$ cat config.mk
export PLATFORM = sky130hd
export DESIGN_NAME = alu_responder
export DESIGN_NICKNAME = d
export VERILOG_FILES = /design/src/rtl/alu_responder.sv
export SDC_FILE = /design/constraint.sdc
export NUM_CORES = 1
export LEC_CHECK = 0
export ABC_CLOCK_PERIOD_IN_PS = 3600
export CORE_UTILIZATION = 45
export CTS_CLUSTER_SIZE = 8
export DETAILED_ROUTE_END_ITERATION = 10
export PLACE_DENSITY = 0.63
export REMOVE_ABC_BUFFERS = 1
export SYNTH_ARGS = -nofsm -noshare
export SYNTH_HDL_FRONTEND = slang
export SYNTH_SLANG_ARGS = --single-unit
$ cat constraint.sdc
create_clock -name clk -period 3.6 [get_ports clk]
set_input_delay 0.72 -clock clk [delete_from_list [all_inputs] [get_ports clk]]
set_output_delay 0.72 -clock clk [all_outputs]
set_load 0.01 [all_outputs]
$ cat src/rtl/alu_responder.sv
`default_nettype none
// ============================================================================
// Module      : alu_responder
// Description : Valid/ready ALU responder (ADD/SUB/AND/OR). Results and flags
//               are computed when a request is accepted and queued in a
//               response FIFO. Define ALU_RSP_OVF_EN to store signed overflow.
// Revision    : 1.0 - initial release
// ============================================================================
module alu_responder #(
    parameter int WIDTH = 6,
    parameter int DEPTH = 4,
    parameter int TAG_W = 4
) (
    input  logic             clk,
    input  logic             rst,
    input  logic             req_valid,
    output logic             req_ready,
    input  logic [WIDTH-1:0] req_a,
    input  logic [WIDTH-1:0] req_b,
    input  logic [1:0]       req_op,
    output logic             rsp_valid,
    input  logic             rsp_ready,
    output logic [WIDTH-1:0] rsp_data,
    output logic             rsp_carry,
    output logic             rsp_zero,
    output logic             rsp_neg,
    output logic             rsp_ovf,
    output logic [TAG_W-1:0] rsp_tag
);

    localparam int c_PTR_W = (DEPTH > 1) ? $clog2(DEPTH) : 1;
    localparam int c_CNT_W = $clog2(DEPTH + 1);
    localparam logic [c_CNT_W-1:0] c_FULL = c_CNT_W'(DEPTH);
    localparam int c_TAG_LSB = WIDTH + 1;
`ifdef ALU_RSP_OVF_EN
    localparam int c_ENT_W = WIDTH + 1 + TAG_W + 1;
`else
    localparam int c_ENT_W = WIDTH + 1 + TAG_W;
`endif

    localparam logic [1:0] c_OP_ADD = 2'd0;
    localparam logic [1:0] c_OP_SUB = 2'd1;
    localparam logic [1:0] c_OP_AND = 2'd2;
    localparam logic [1:0] c_OP_OR  = 2'd3;

    logic [c_ENT_W-1:0] r_mem [DEPTH];
    logic [c_PTR_W-1:0] r_wr_ptr;
    logic [c_PTR_W-1:0] r_rd_ptr;
    logic [c_CNT_W-1:0] r_count;
    logic [TAG_W-1:0]   r_tag;

    logic [WIDTH:0]     w_ext;
    logic [WIDTH-1:0]   w_result;
    logic               w_carry;
    logic [c_ENT_W-1:0] w_entry;
    logic [c_ENT_W-1:0] w_head;
    logic               w_push;
    logic               w_pop;

    // Extended-width arithmetic: bit WIDTH is carry for ADD and borrow for SUB.
    always_comb begin
        w_ext = '0;
        case (req_op)
            c_OP_ADD: w_ext = {1'b0, req_a} + {1'b0, req_b};
            c_OP_SUB: w_ext = {1'b0, req_a} - {1'b0, req_b};
            c_OP_AND: w_ext = {1'b0, req_a & req_b};
            c_OP_OR:  w_ext = {1'b0, req_a | req_b};
            default:  w_ext = '0;
        endcase
    end

    assign w_result = w_ext[WIDTH-1:0];
    assign w_carry  = w_ext[WIDTH];

`ifdef ALU_RSP_OVF_EN
    logic w_ovf;

    always_comb begin
        w_ovf = 1'b0;
        case (req_op)
            c_OP_ADD: w_ovf = (req_a[WIDTH-1] == req_b[WIDTH-1]) &&
                              (w_result[WIDTH-1] != req_a[WIDTH-1]);
            c_OP_SUB: w_ovf = (req_a[WIDTH-1] != req_b[WIDTH-1]) &&
                              (w_result[WIDTH-1] != req_a[WIDTH-1]);
            default:  w_ovf = 1'b0;
        endcase
    end

    assign w_entry = {w_ovf, r_tag, w_carry, w_result};
    assign rsp_ovf = rsp_valid & w_head[c_ENT_W-1];
`else
    assign w_entry = {r_tag, w_carry, w_result};
    assign rsp_ovf = 1'b0;
`endif

    // Both handshakes are held off while reset is asserted.
    assign rsp_valid = !rst && (r_count != '0);
    assign req_ready = !rst && ((r_count < c_FULL) || (rsp_valid && rsp_ready));
    assign w_push    = req_valid && req_ready;
    assign w_pop     = rsp_valid && rsp_ready;

    assign w_head    = r_mem[r_rd_ptr];
    assign rsp_data  = rsp_valid ? w_head[WIDTH-1:0] : '0;
    assign rsp_carry = rsp_valid & w_head[WIDTH];
    assign rsp_zero  = rsp_valid && (w_head[WIDTH-1:0] == '0);
    assign rsp_neg   = rsp_valid & w_head[WIDTH-1];
    assign rsp_tag   = rsp_valid ? w_head[c_TAG_LSB +: TAG_W] : '0;

    always_ff @(posedge clk) begin
        if (w_push) begin
            r_mem[r_wr_ptr] <= w_entry;
        end
    end

    always_ff @(posedge clk) begin
        if (rst) begin
            r_wr_ptr <= '0;
            r_rd_ptr <= '0;
            r_count  <= '0;
            r_tag    <= '0;
        end else begin
            if (w_push) begin
                r_wr_ptr <= r_wr_ptr + c_PTR_W'(1);
                r_tag    <= r_tag + TAG_W'(1);
            end
            if (w_pop) begin
                r_rd_ptr <= r_rd_ptr + c_PTR_W'(1);
            end
            case ({w_push, w_pop})
                2'b10:   r_count <= r_count + c_CNT_W'(1);
                2'b01:   r_count <= r_count - c_CNT_W'(1);
                default: r_count <= r_count;
            endcase
        end
    end

endmodule
`default_nettype wire

Yosys cells after proc, flatten, opt, wreduce, memory -nomap -nowiden
Memories as Yosys holds them, arrays and structs flattened. A register that Yosys moved wholly into a read port is not among the register bits.
Index checks and enable logic that the tools add are counted.
W data, S select, Z words.
{"block": "word_totals", "reg_bits": 11, "ramBits": 44, "in_bits": 18, "out_inout_bits": 16, "n_memories": 1}
{"name": "r_mem", "depth": 4, "width": 11, "read_ports": 1, "rd_ports_with_merged_regs": 1, "wr": 1, "line": "46", "rtl": "logic [c_ENT_W-1:0] r_mem [DEPTH];"}
{"block": "op_classes", "n_addsub": 7, "magnitude_cmp": 1, "n_eq_ne": 5, "muxes": 8, "bitwise": 4, "reduce_logical": 11}
{"op": "$pmux W7 S4", "count": 1}
{"op": "$add A6 B6 Y7", "count": 1}
{"op": "$sub A6 B6 Y7", "count": 1}
{"op": "$and A6 B6 Y6", "count": 1}
{"op": "$eq A2 B2 Y1 const B", "count": 3}
{"op": "$logic_not A6 Y1", "count": 1}
{"op": "$mux W6", "count": 1}
{"op": "$or A6 B6 Y6", "count": 1}
{"op": "$pmux W3 S2", "count": 1}
{"op": "$logic_and A1 B1 Y1", "count": 5}
{"op": "$add A2 B1 Y2 const B", "count": 2}
{"op": "$add A4 B1 Y4 const B", "count": 1}
{"op": "$eq A2 B1 Y1 const B", "count": 2}
{"op": "$mux W2", "count": 2}
{"op": "$mux W4", "count": 1}
{"op": "$add A3 B1 Y3 const B", "count": 1}
{"op": "$lt A3 B3 Y1 const B", "count": 1}
{"op": "$reduce_bool A3 Y1", "count": 1}
{"op": "$sub A3 B1 Y3 const B", "count": 1}
{"op": "$and A1 B1 Y1", "count": 2}
{"op": "$logic_not A2 Y1", "count": 1}
{"op": "$mux W1", "count": 2}
{"op": "$reduce_bool A2 Y1", "count": 1}
{"op": "$logic_not A1 Y1", "count": 1}
{"op": "$logic_or A1 B1 Y1", "count": 1}

Logic depth before layout (Yosys ltp)
Gate-level depths: netlist of the first run.
{"block": "logic_depth", "ltp_word": 8, "ltp_mapped": 10, "mapped_depth_nobuf": 10}

Worst setup path after synthesis of the first run
OpenSTA, ideal clock, no wires.
{"block": "synth_path", "path_type": "in2reg", "from": "input port req_op[0]", "to": "memory r_mem[0][6] (netlist name), data pin", "setup_ns": 0.266, "t_arrival_ns": 2.786, "slack_ns": 0.548, "path_stages": 8, "path_cell_list": "clkbuf_1 nor2b_1 mux2_2 fa_1 nor2b_1 o31ai_1 a21oi_1 mux2_2"}
{"block": "synth_via", "elab_chain_len": 2, "elab_cells_between_ends": 5}
{"element": "start, declared", "line": "20", "rtl": "input logic [1:0] req_op,"}
{"element": "$eq A2 B2 Y1, or another cell as far along", "line": "63", "rtl": "case (req_op)"}
{"element": "$pmux W7 S4 *", "line": "63"}
{"element": "net w_ext[6]", "line": "52", "rtl": "logic [WIDTH:0] w_ext;"}
{"element": "end, declared", "line": "46"}
The timed path passes the listed nets; every way through them passes the cells marked *.

==> impl_metrics.prom, run 1 <==
# TYPE chip_impl_metric gauge
chip_impl_metric{name="post_synth_instance_area",unit="µm²"} 2890
chip_impl_metric{name="total_power",unit="mW"} 1.51
chip_impl_metric{name="pin_count",unit=""} 34
chip_impl_metric{name="die_height",unit="µm"} 82.2
chip_impl_metric{name="hold_buffers",unit=""} 0
chip_impl_metric{name="area.sequential",unit="µm²"} 1580
chip_impl_info{name="timing_worst_setup_path_type",value="reg -> out"} 1
chip_impl_info{name="grt_setup_unrepaired",value="false"} 1
chip_impl_metric{name="power_frac_clock",unit="%"} 31.9
chip_impl_metric{name="post_synth.cell_area_avg",unit="µm²"} 13.0
chip_impl_metric{name="clk_transition_reported_paths",unit="ns"} 0.06
chip_impl_info{name="min_to",value="r_rd_ptr[1]"} 1
chip_impl_metric{name="design.final.nets",unit=""} 298
chip_impl_metric{name="number_of_global_route_vias_before_repair",unit=""} 1675
chip_impl_info{name="yosys_most_used_dff",value="sky130_fd_sc_hd__edfxtp_1"} 1
chip_impl_metric{name="share_of_synthesized_registers_carrying_an_async_set_or_reset",unit="%"} 0
chip_impl_info{name="tritoncts",value="built"} 1
chip_impl_metric{name="num_vias",unit=""} 1766
chip_impl_metric{name="synth_warnings",unit=""} 0
chip_impl_info{name="hold_path_startpoint",value="r_rd_ptr[1]"} 1
chip_impl_metric{name="max_stage_delay",unit="ns"} 0.63
chip_impl_metric{name="clock_sink_count",unit=""} 57
chip_impl_metric{name="drcViolationCount",unit=""} 0
chip_impl_metric{name="port_buffers",unit=""} 32
chip_impl_metric{name="cts_buffers",unit=""} 9
chip_impl_metric{name="postLayoutCoreUtil",unit="%"} 57.3
chip_impl_metric{name="finalHoldViolations",unit=""} 0
chip_impl_metric{name="post-route-worst-setup-slack",unit="ns"} 0.170
chip_impl_metric{name="fp.coreArea",unit="µm²"} 6060
chip_impl_metric{name="grt_first_pass_wirelength",unit="µm"} 7600
chip_impl_info{name="path_cells",value="mux4_1 > or4b_1 > nor4_2 > clkdlybuf4s50_1"} 1
chip_impl_metric{name="power.ir.vdd_worst",unit="µV"} 232
chip_impl_metric{name="tightest_slew",unit="ns"} 0.627
chip_impl_info{name="run_status",value="complete, no violations"} 1
chip_impl_metric{name="postCtsSetupRepairBufs",unit=""} 0
chip_impl_metric{name="drive_gt1_share",unit="%"} 9.70
chip_impl_metric{name="htreeDepth",unit=""} 3
chip_impl_metric{name="post_cts_resize_count",unit=""} 0
chip_impl_info{name="crit-reg2reg-capture",value="r_count[2]"} 1
chip_impl_metric{name="average_wire_length_per_cell_after_detail_routing",unit="µm"} 13.9
chip_impl_info{name="ctsRootBufferMaster",value="sky130_fd_sc_hd__clkbuf_8"} 1
chip_impl_metric{name="cellInternalPower",unit="mW"} 1.14
chip_impl_metric{name="detail-route-antenna-nets",unit=""} 0
chip_impl_metric{name="pre_cts_worst_setup_slack",unit="ns"} 0.187
chip_impl_metric{name="synth_cells",unit=""} 222
chip_impl_metric{name="dp_hpwl",unit="µm"} 3600
chip_impl_metric{name="netSwitchingPower",unit="mW"} 0.364
chip_impl_metric{name="grt_remaining_overflow",unit=""} 0
chip_impl_metric{name="multiInputGateArea",unit="µm²"} 1200
chip_impl_metric{name="routed_via_density",unit=""} 5.15
chip_impl_metric{name="max_cap_viol_count",unit=""} 0
chip_impl_metric{name="tns",unit="ns"} 0
chip_impl_metric{name="sw_frac_of_total",unit="%"} 24.2
chip_impl_info{name="crit_path_start_kind",value="flop"} 1
chip_impl_info{name="worst_hold_path_type",value="reg -> reg"} 1
chip_impl_metric{name="crit_required",unit="ns"} 2.88
chip_impl_metric{name="die_width",unit="µm"} 82.2
chip_impl_metric{name="initial_core_util",unit="%"} 47.7
chip_impl_info{name="regToRegStartpoint",value="r_count[2]"} 1
chip_impl_metric{name="synth_enable_flop_cells",unit=""} 44
chip_impl_metric{name="clockBufferDepth",unit=""} 2
chip_impl_info{name="cp_top_family",value="simple AND/OR/NAND/NOR gates"} 1
chip_impl_info{name="crit_slowest_cell",value="sky130_fd_sc_hd__mux4_1"} 1
chip_impl_metric{name="critical_path.max_fanout",unit=""} 4
chip_impl_metric{name="finalWeightedCongestion",unit=""} 0.728
chip_impl_metric{name="netlist-cell-type-count",unit=""} 36
chip_impl_metric{name="max_slew_margin",unit="%"} 58.2
chip_impl_metric{name="power_leakage",unit="nW"} 1.26
chip_impl_info{name="cp-end-kind",value="output port"} 1
chip_impl_metric{name="diodes",unit=""} 0
chip_impl_metric{name="r2r_setup_slack",unit="ns"} 1.35
chip_impl_metric{name="drt_pre_antenna_iters",unit=""} 4
chip_impl_metric{name="synth_seq_area_share",unit="%"} 54.7
chip_impl_metric{name="die_area",unit="µm²"} 6750
chip_impl_metric{name="p_seq_share",unit="%"} 50.7
chip_impl_metric{name="postPlaceCellArea",unit="µm²"} 3310
chip_impl_metric{name="synthToLayoutAreaGrowth",unit="%"} 20.1
chip_impl_metric{name="antenna_violations_before_repair",unit=""} 0
chip_impl_metric{name="critPathBufInv",unit=""} 1
chip_impl_metric{name="timing.hold.worst_path_depth",unit=""} 1
chip_impl_metric{name="num_rows",unit=""} 28
chip_impl_metric{name="powerDensity",unit="nW/µm²"} 433
chip_impl_metric{name="timing.final.crit_share",unit="%"} 95.3
chip_impl_metric{name="track_usage",unit="%"} 16.2
chip_impl_metric{name="finClkSkew",unit="ns"} 0.00696
chip_impl_metric{name="final_cell_area",unit="µm²"} 3470
chip_impl_metric{name="setup_viol_count_final",unit=""} 0
chip_impl_metric{name="drt_first_iter_violations",unit=""} 47
chip_impl_metric{name="min_period",unit="ns"} 3.43
chip_impl_metric{name="slew_violations",unit=""} 0
chip_impl_metric{name="ys_seq_elements",unit=""} 57
chip_impl_metric{name="ff2ff_path_depth",unit=""} 9
chip_impl_metric{name="timing.critical_path.arrival",unit="ns"} 2.71
chip_impl_metric{name="layout.filler_cells",unit=""} 534
chip_impl_metric{name="fmax",unit="GHz"} 0.292
chip_impl_metric{name="worst_skew_pair.late_latency",unit="ns"} 0.33
chip_impl_metric{name="postRouteWirelength",unit="µm"} 4770
chip_impl_metric{name="combinational_group_share_of_total_power",unit="%"} 17.4
chip_impl_metric{name="grt_max_degree",unit=""} 14
-- sequential cells by signal, summed over array words and instances (netlist names), named ones only --
signal	flops
r_rd_ptr	2
r_count	3
r_tag	4
r_wr_ptr	2
r_mem	44
-- power groups by stage --
| stage | Clock (mW) | Combinational (mW) | Sequential (mW) |
|---|---|---|---|
| 2_1_floorplan | 0 | 0.160 | 0.774 |
| 3_3_place_gp | 0 | 0.260 | 0.776 |
| 3_5_place_dp | 0 | 0.264 | 0.777 |
| 4_1_cts | 0.489 | 0.265 | 0.764 |
| 5_1_grt | 0.516 | 0.294 | 0.767 |
| 6_report | 0.480 | 0.262 | 0.763 |
-- worst max-delay path by stage --
stage / start / endpoint / slack (ns) / depth (start not counted)
3_3_place_gp: req_b[0] / r_mem[2][6] / 0.23 / 9
3_5_place_dp: req_b[0] / r_mem[3][6] / 0.19 / 9
6_report: flop / rsp_zero / 0.17 / 4
4_1_cts: flop / rsp_zero / 0.13 / 4
5_1_grt: flop / rsp_zero / 0.06 / 4
2_1_floorplan: req_op[0] / r_mem[0][6] / 0.83 / 7
-- metal layers --
layer	GRT usage [%]	vias up	share of wire (%)
li1	-	898	-
met1	18.4	819	45
met2	28.3	39	50
met3	3.96	10	2.9
met4	7.89	0	2.1
met5	0	-	0
-- synth_stat cells, types with 3 or more instances --
cell | count | share of area (%)
sky130_fd_sc_hd__inv_1 | 16 | 2.1
sky130_fd_sc_hd__o31ai_1 | 3 | 0.78
sky130_fd_sc_hd__a21oi_1 | 11 | 1.9
sky130_fd_sc_hd__o21ai_0 | 4 | 0.69
sky130_fd_sc_hd__clkbuf_1 | 6 | 0.78
sky130_fd_sc_hd__nor3b_1 | 3 | 0.78
sky130_fd_sc_hd__o21a_1 | 4 | 1.0
sky130_fd_sc_hd__mux4_1 | 9 | 8.2
sky130_fd_sc_hd__and2_1 | 15 | 3.2
sky130_fd_sc_hd__or3_1 | 3 | 0.65
sky130_fd_sc_hd__nor2b_1 | 4 | 0.86
sky130_fd_sc_hd__ha_1 | 15 | 6.5
sky130_fd_sc_hd__maj3_1 | 4 | 1.4
sky130_fd_sc_hd__nor2_1 | 22 | 2.9
sky130_fd_sc_hd__dfxtp_1 | 13 | 9.0
sky130_fd_sc_hd__edfxtp_1 | 44 | 46
sky130_fd_sc_hd__nand2_1 | 8 | 1.0
sky130_fd_sc_hd__nor3_1 | 5 | 0.86
sky130_fd_sc_hd__xnor2_1 | 7 | 2.1
sky130_fd_sc_hd__xor2_1 | 4 | 1.2
-- layout make-up --
cell class,instances,share of cell area [%]
flip-flops and latches,57,45.5
multi-input cells,140,34.6
repair buffers,39,10.7
clock buffers,12,4.18
well taps,75,2.70
inverters,16,1.73
clock inverters,4,0.540
-- cell families after synthesis --
family | count (synthesis) | synth area share [%]
adders and majority gates | 21 | 9.26
muxes | 15 | 11.2
xor gates and xnor gates | 11 | 3.33
other | 1 | 0.130
buffers and inverters | 25 | 3.76
AOI/OAI and AO/OA | 27 | 5.97
and+or+nand+nor | 65 | 11.7
DFF | 57 | 54.7
-- through the flow --
| step | hold slack, ns | cells |
|---|---|---|
| final | 0.459 | 343 |
| after global routing | 0.510 | 343 |
| after CTS | 0.466 | 343 |
| after detailed placement | 0.456 | 327 |
| after global placement | 0.450 | 327 |
| after floorplan | 0.427 | 213 |
-- layout by cell type, fill, tap and decap left out, drive strengths merged, types with 4 or more instances in the layout --
master	Yosys	routed
edfxtp	44	44
clkdlybuf4s50	0	32
nor2	22	22
inv	16	16
and2	16	16
ha	15	15
dfxtp	13	13
clkbuf	6	12
a21oi	11	11
mux4	11	11
nand2	8	8
xnor2	7	7
buf	3	7
nor3	5	5
nor2b	4	4
o21a	4	4
maj3	4	4
xor2	4	4
o21ai	4	4
clkinv	0	4
Power figures use the tool's default switching activity.
==> inputs of run 2 (changes only) <==
--- a/config.mk
+++ b/config.mk
@@ -9,6 +9,7 @@
 export CORE_UTILIZATION = 45
 export CTS_CLUSTER_SIZE = 8
 export DETAILED_ROUTE_END_ITERATION = 10
+export GPL_TIMING_DRIVEN = 0
 export PLACE_DENSITY = 0.63
 export REMOVE_ABC_BUFFERS = 1
 export SYNTH_ARGS = -nofsm -noshare
==> run 2 against run 1 <==
Worst hold slack worse by 0.0062 ns. Wire length about the same. Clock skew about the same. Clock-buffer cell count increased by 4. First-iteration DRC count is 110% higher. Largest cell class unchanged. Final area shrank 0.83%. Clock power increased by 5.8%. Largest power group unchanged. Die area stayed put. Critical endpoint unchanged. Sequential power about the same. Global-route usage about the same. Cell count shrank 1.7%.
==> impl_metrics.prom, run 2 (synthesis gave the netlist of run 1 again) <==
# TYPE chip_impl_metric gauge
chip_impl_info{name="run_status",value="complete, no violations"} 1
chip_impl_metric{name="port_buffers",unit=""} 32
chip_impl_metric{name="diodes",unit=""} 0
chip_impl_metric{name="clk_transition_reported_paths",unit="ns"} 0.06
chip_impl_metric{name="average_wire_length_per_cell_after_detail_routing",unit="µm"} 14.2
chip_impl_metric{name="cts_buffers",unit=""} 9
chip_impl_metric{name="finalNonFillerCells",unit=""} 337
chip_impl_metric{name="drcViolationCount",unit=""} 0
chip_impl_metric{name="timing.critical_path.arrival",unit="ns"} 2.69
chip_impl_metric{name="critPathBufInv",unit=""} 1
chip_impl_info{name="min_to",value="r_rd_ptr[1]"} 1
chip_impl_info{name="mostFrequentLayoutCells",value="sky130_fd_sc_hd__edfxtp_1 (44), sky130_fd_sc_hd__clkdlybuf4s50_1 (31), sky130_fd_sc_hd__nor2_1 (21), sky130_fd_sc_hd__inv_1 (16)"} 1
chip_impl_metric{name="die_height",unit="µm"} 82.2
chip_impl_metric{name="fp.coreArea",unit="µm²"} 6060
chip_impl_metric{name="drt_first_iter_violations",unit=""} 97
chip_impl_metric{name="grt_first_pass_wirelength",unit="µm"} 7760
chip_impl_metric{name="num_vias",unit=""} 1760
chip_impl_metric{name="max_cap_viol_count",unit=""} 0
chip_impl_info{name="tritoncts",value="built"} 1
chip_impl_metric{name="postPlaceCellArea",unit="µm²"} 3260
chip_impl_info{name="gr-max-usage-layer",value="met2"} 1
chip_impl_metric{name="groute.layer.met3.usage",unit="%"} 3.63
chip_impl_metric{name="number_of_global_route_vias_before_repair",unit=""} 1619
chip_impl_info{name="layout.cells.most_common",value="sky130_fd_sc_hd__edfxtp_1"} 1
chip_impl_info{name="top_regs",value="r_mem: 44 flops, r_tag: 4 flops, r_count: 3 flops"} 1
chip_impl_metric{name="drive_gt1_share",unit="%"} 7.63
chip_impl_metric{name="slew_violations",unit=""} 0
chip_impl_metric{name="hold_buffers",unit=""} 0
chip_impl_metric{name="timing.hold.ws",unit="ns"} 0.453
chip_impl_metric{name="num_rows",unit=""} 28
chip_impl_metric{name="finClkSkew",unit="ns"} 0.00693
chip_impl_info{name="hold_path_startpoint",value="r_rd_ptr[1]"} 1
chip_impl_metric{name="track_usage",unit="%"} 16.2
chip_impl_info{name="crit-reg2reg-capture",value="r_count[2]"} 1
chip_impl_metric{name="finalWeightedCongestion",unit=""} 0.743
chip_impl_metric{name="largest_reg_flops",unit=""} 44
chip_impl_metric{name="placed_cells",unit=""} 320
chip_impl_metric{name="die_width",unit="µm"} 82.2
chip_impl_info{name="crit_path_start_kind",value="flop"} 1
chip_impl_metric{name="grt_remaining_overflow",unit=""} 0
chip_impl_metric{name="final_cell_area",unit="µm²"} 3450
chip_impl_info{name="registers.top_by_ff_count",value="r_mem"} 1
chip_impl_metric{name="setup_viol_count_final",unit=""} 0
chip_impl_metric{name="grt_use_met2",unit="%"} 26.2
chip_impl_metric{name="postRouteWirelength",unit="µm"} 4770
chip_impl_metric{name="drt_pre_antenna_iters",unit=""} 4
chip_impl_metric{name="synthToLayoutAreaGrowth",unit="%"} 19.1
chip_impl_metric{name="ff2ff_path_depth",unit=""} 9
chip_impl_metric{name="antenna_violations_before_repair",unit=""} 0
chip_impl_metric{name="max_stage_delay",unit="ns"} 0.59
chip_impl_metric{name="fmax",unit="GHz"} 0.293
chip_impl_metric{name="initial_core_util",unit="%"} 47.7
chip_impl_metric{name="clock_sink_count",unit=""} 57
chip_impl_metric{name="max_slew_margin",unit="%"} 57.8
chip_impl_metric{name="clockBufferDepth",unit=""} 2
chip_impl_metric{name="powerDensity",unit="nW/µm²"} 444
chip_impl_info{name="cp-end-kind",value="output port"} 1
chip_impl_info{name="regToRegStartpoint",value="r_count[2]"} 1
chip_impl_metric{name="grt_max_degree",unit=""} 15
chip_impl_metric{name="met1_usage",unit="%"} 20.3
chip_impl_metric{name="power.ir.vdd_worst",unit="µV"} 201
chip_impl_info{name="grt_setup_unrepaired",value="false"} 1
chip_impl_metric{name="crit_required",unit="ns"} 2.88
chip_impl_metric{name="r2r_setup_slack",unit="ns"} 1.35
chip_impl_metric{name="pin_count",unit=""} 34
chip_impl_metric{name="min_period",unit="ns"} 3.41
chip_impl_metric{name="routed_via_density",unit=""} 5.22
chip_impl_metric{name="tightest_slew",unit="ns"} 0.632
chip_impl_info{name="crit_slowest_cell",value="sky130_fd_sc_hd__mux4_1"} 1
chip_impl_metric{name="pre_cts_worst_setup_slack",unit="ns"} -0.516
chip_impl_metric{name="timing.hold.worst_path_depth",unit=""} 1
chip_impl_metric{name="die_area",unit="µm²"} 6750
chip_impl_metric{name="critical_path.max_fanout",unit=""} 11
chip_impl_metric{name="detail-route-antenna-nets",unit=""} 0
chip_impl_metric{name="htreeDepth",unit=""} 3
chip_impl_metric{name="total_power",unit="mW"} 1.53
chip_impl_metric{name="finalHoldViolations",unit=""} 0
chip_impl_metric{name="layout.filler_cells",unit=""} 499
chip_impl_metric{name="timing.final.crit_share",unit="%"} 94.9
chip_impl_metric{name="power_leakage",unit="nW"} 1.23
chip_impl_info{name="path_cells",value="mux4_1 > or4b_1 > nor4_2 > clkdlybuf4s50_1"} 1
chip_impl_info{name="worst_hold_path_type",value="reg -> reg"} 1
chip_impl_metric{name="post-route-worst-setup-slack",unit="ns"} 0.185
chip_impl_metric{name="design.final.nets",unit=""} 292
chip_impl_info{name="cp_top_family",value="simple AND/OR/NAND/NOR gates"} 1
chip_impl_metric{name="dp_hpwl",unit="µm"} 3320
chip_impl_info{name="timing_worst_setup_path_type",value="reg -> out"} 1
chip_impl_metric{name="worst_skew_pair.late_latency",unit="ns"} 0.32
chip_impl_info{name="ctsRootBufferMaster",value="sky130_fd_sc_hd__clkbuf_8"} 1
[run 2: changes by cell type in the layout (fill, tap and decap cells not counted)]
cell                              previous run  this run
sky130_fd_sc_hd__buf_4                       7         1
sky130_fd_sc_hd__clkbuf_1                    2         5
sky130_fd_sc_hd__clkinv_2                    3         0
sky130_fd_sc_hd__clkbuf_8                   10        11
sky130_fd_sc_hd__clkdlybuf4s50_1            32        31
sky130_fd_sc_hd__clkinv_1                    1         0
sky130_fd_sc_hd__dfxtp_1                    13        12
sky130_fd_sc_hd__dfxtp_4                     0         1
sky130_fd_sc_hd__dlygate4sd2_1               0         1
sky130_fd_sc_hd__nor2_1                     22        21
sky130_fd_sc_hd__nor2_4                      0         1
[run 2: layer usage]
layer  up-vias  routed length (µm)
met1       832                2270
li1        882                   -
met3         7                 140
met4         0                  87
met2        39                2270
met5         -                   0
[run 2: through the flow]
stage	util [%]	TNS [ns]
2_1_floorplan	-	0
3_3_place_gp	53.8	-1.07
3_5_place_dp	53.8	-1.06
4_1_cts	56.8	0
5_1_grt	56.9	0
6_report	56.9	0
[run 2: report_power, final]
group	internal, mW	leakage [nW]	switching (mW)
Sequential	0.748	0.507	0.0187
Combinational	0.128	0.635	0.127
Clock	0.289	0.0850	0.219
[run 2: layout make-up]
cell class	count	area, µm²	area share [%]
Inverter	16	60.1	1.74
Clock buffer	16	170	4.94
Sequential cell	57	1590	46.0
Timing Repair Buffer	33	327	9.48
Tap cell	75	93.8	2.72
Multi-Input combinational cell	140	1210	35.1
[run 2: timing repair]
action,CTS,global route
hold endpoints to repair,0,0
buffers inserted,1,0
gates resized for setup,4,1
pin swaps,1,0
endpoints found under the setup margin,3,1
[run 2: worst max path at each step]
| stage | endpoint | depth (start not counted) |
|---|---|---|
| final | rsp_zero | 4 |
| after CTS | rsp_zero | 4 |
| after detailed placement | rsp_zero | 5 |
| after global placement | rsp_zero | 5 |
| after floorplan | r_mem[0][6] | 7 |
| after global routing | r_mem[2][6] | 8 |
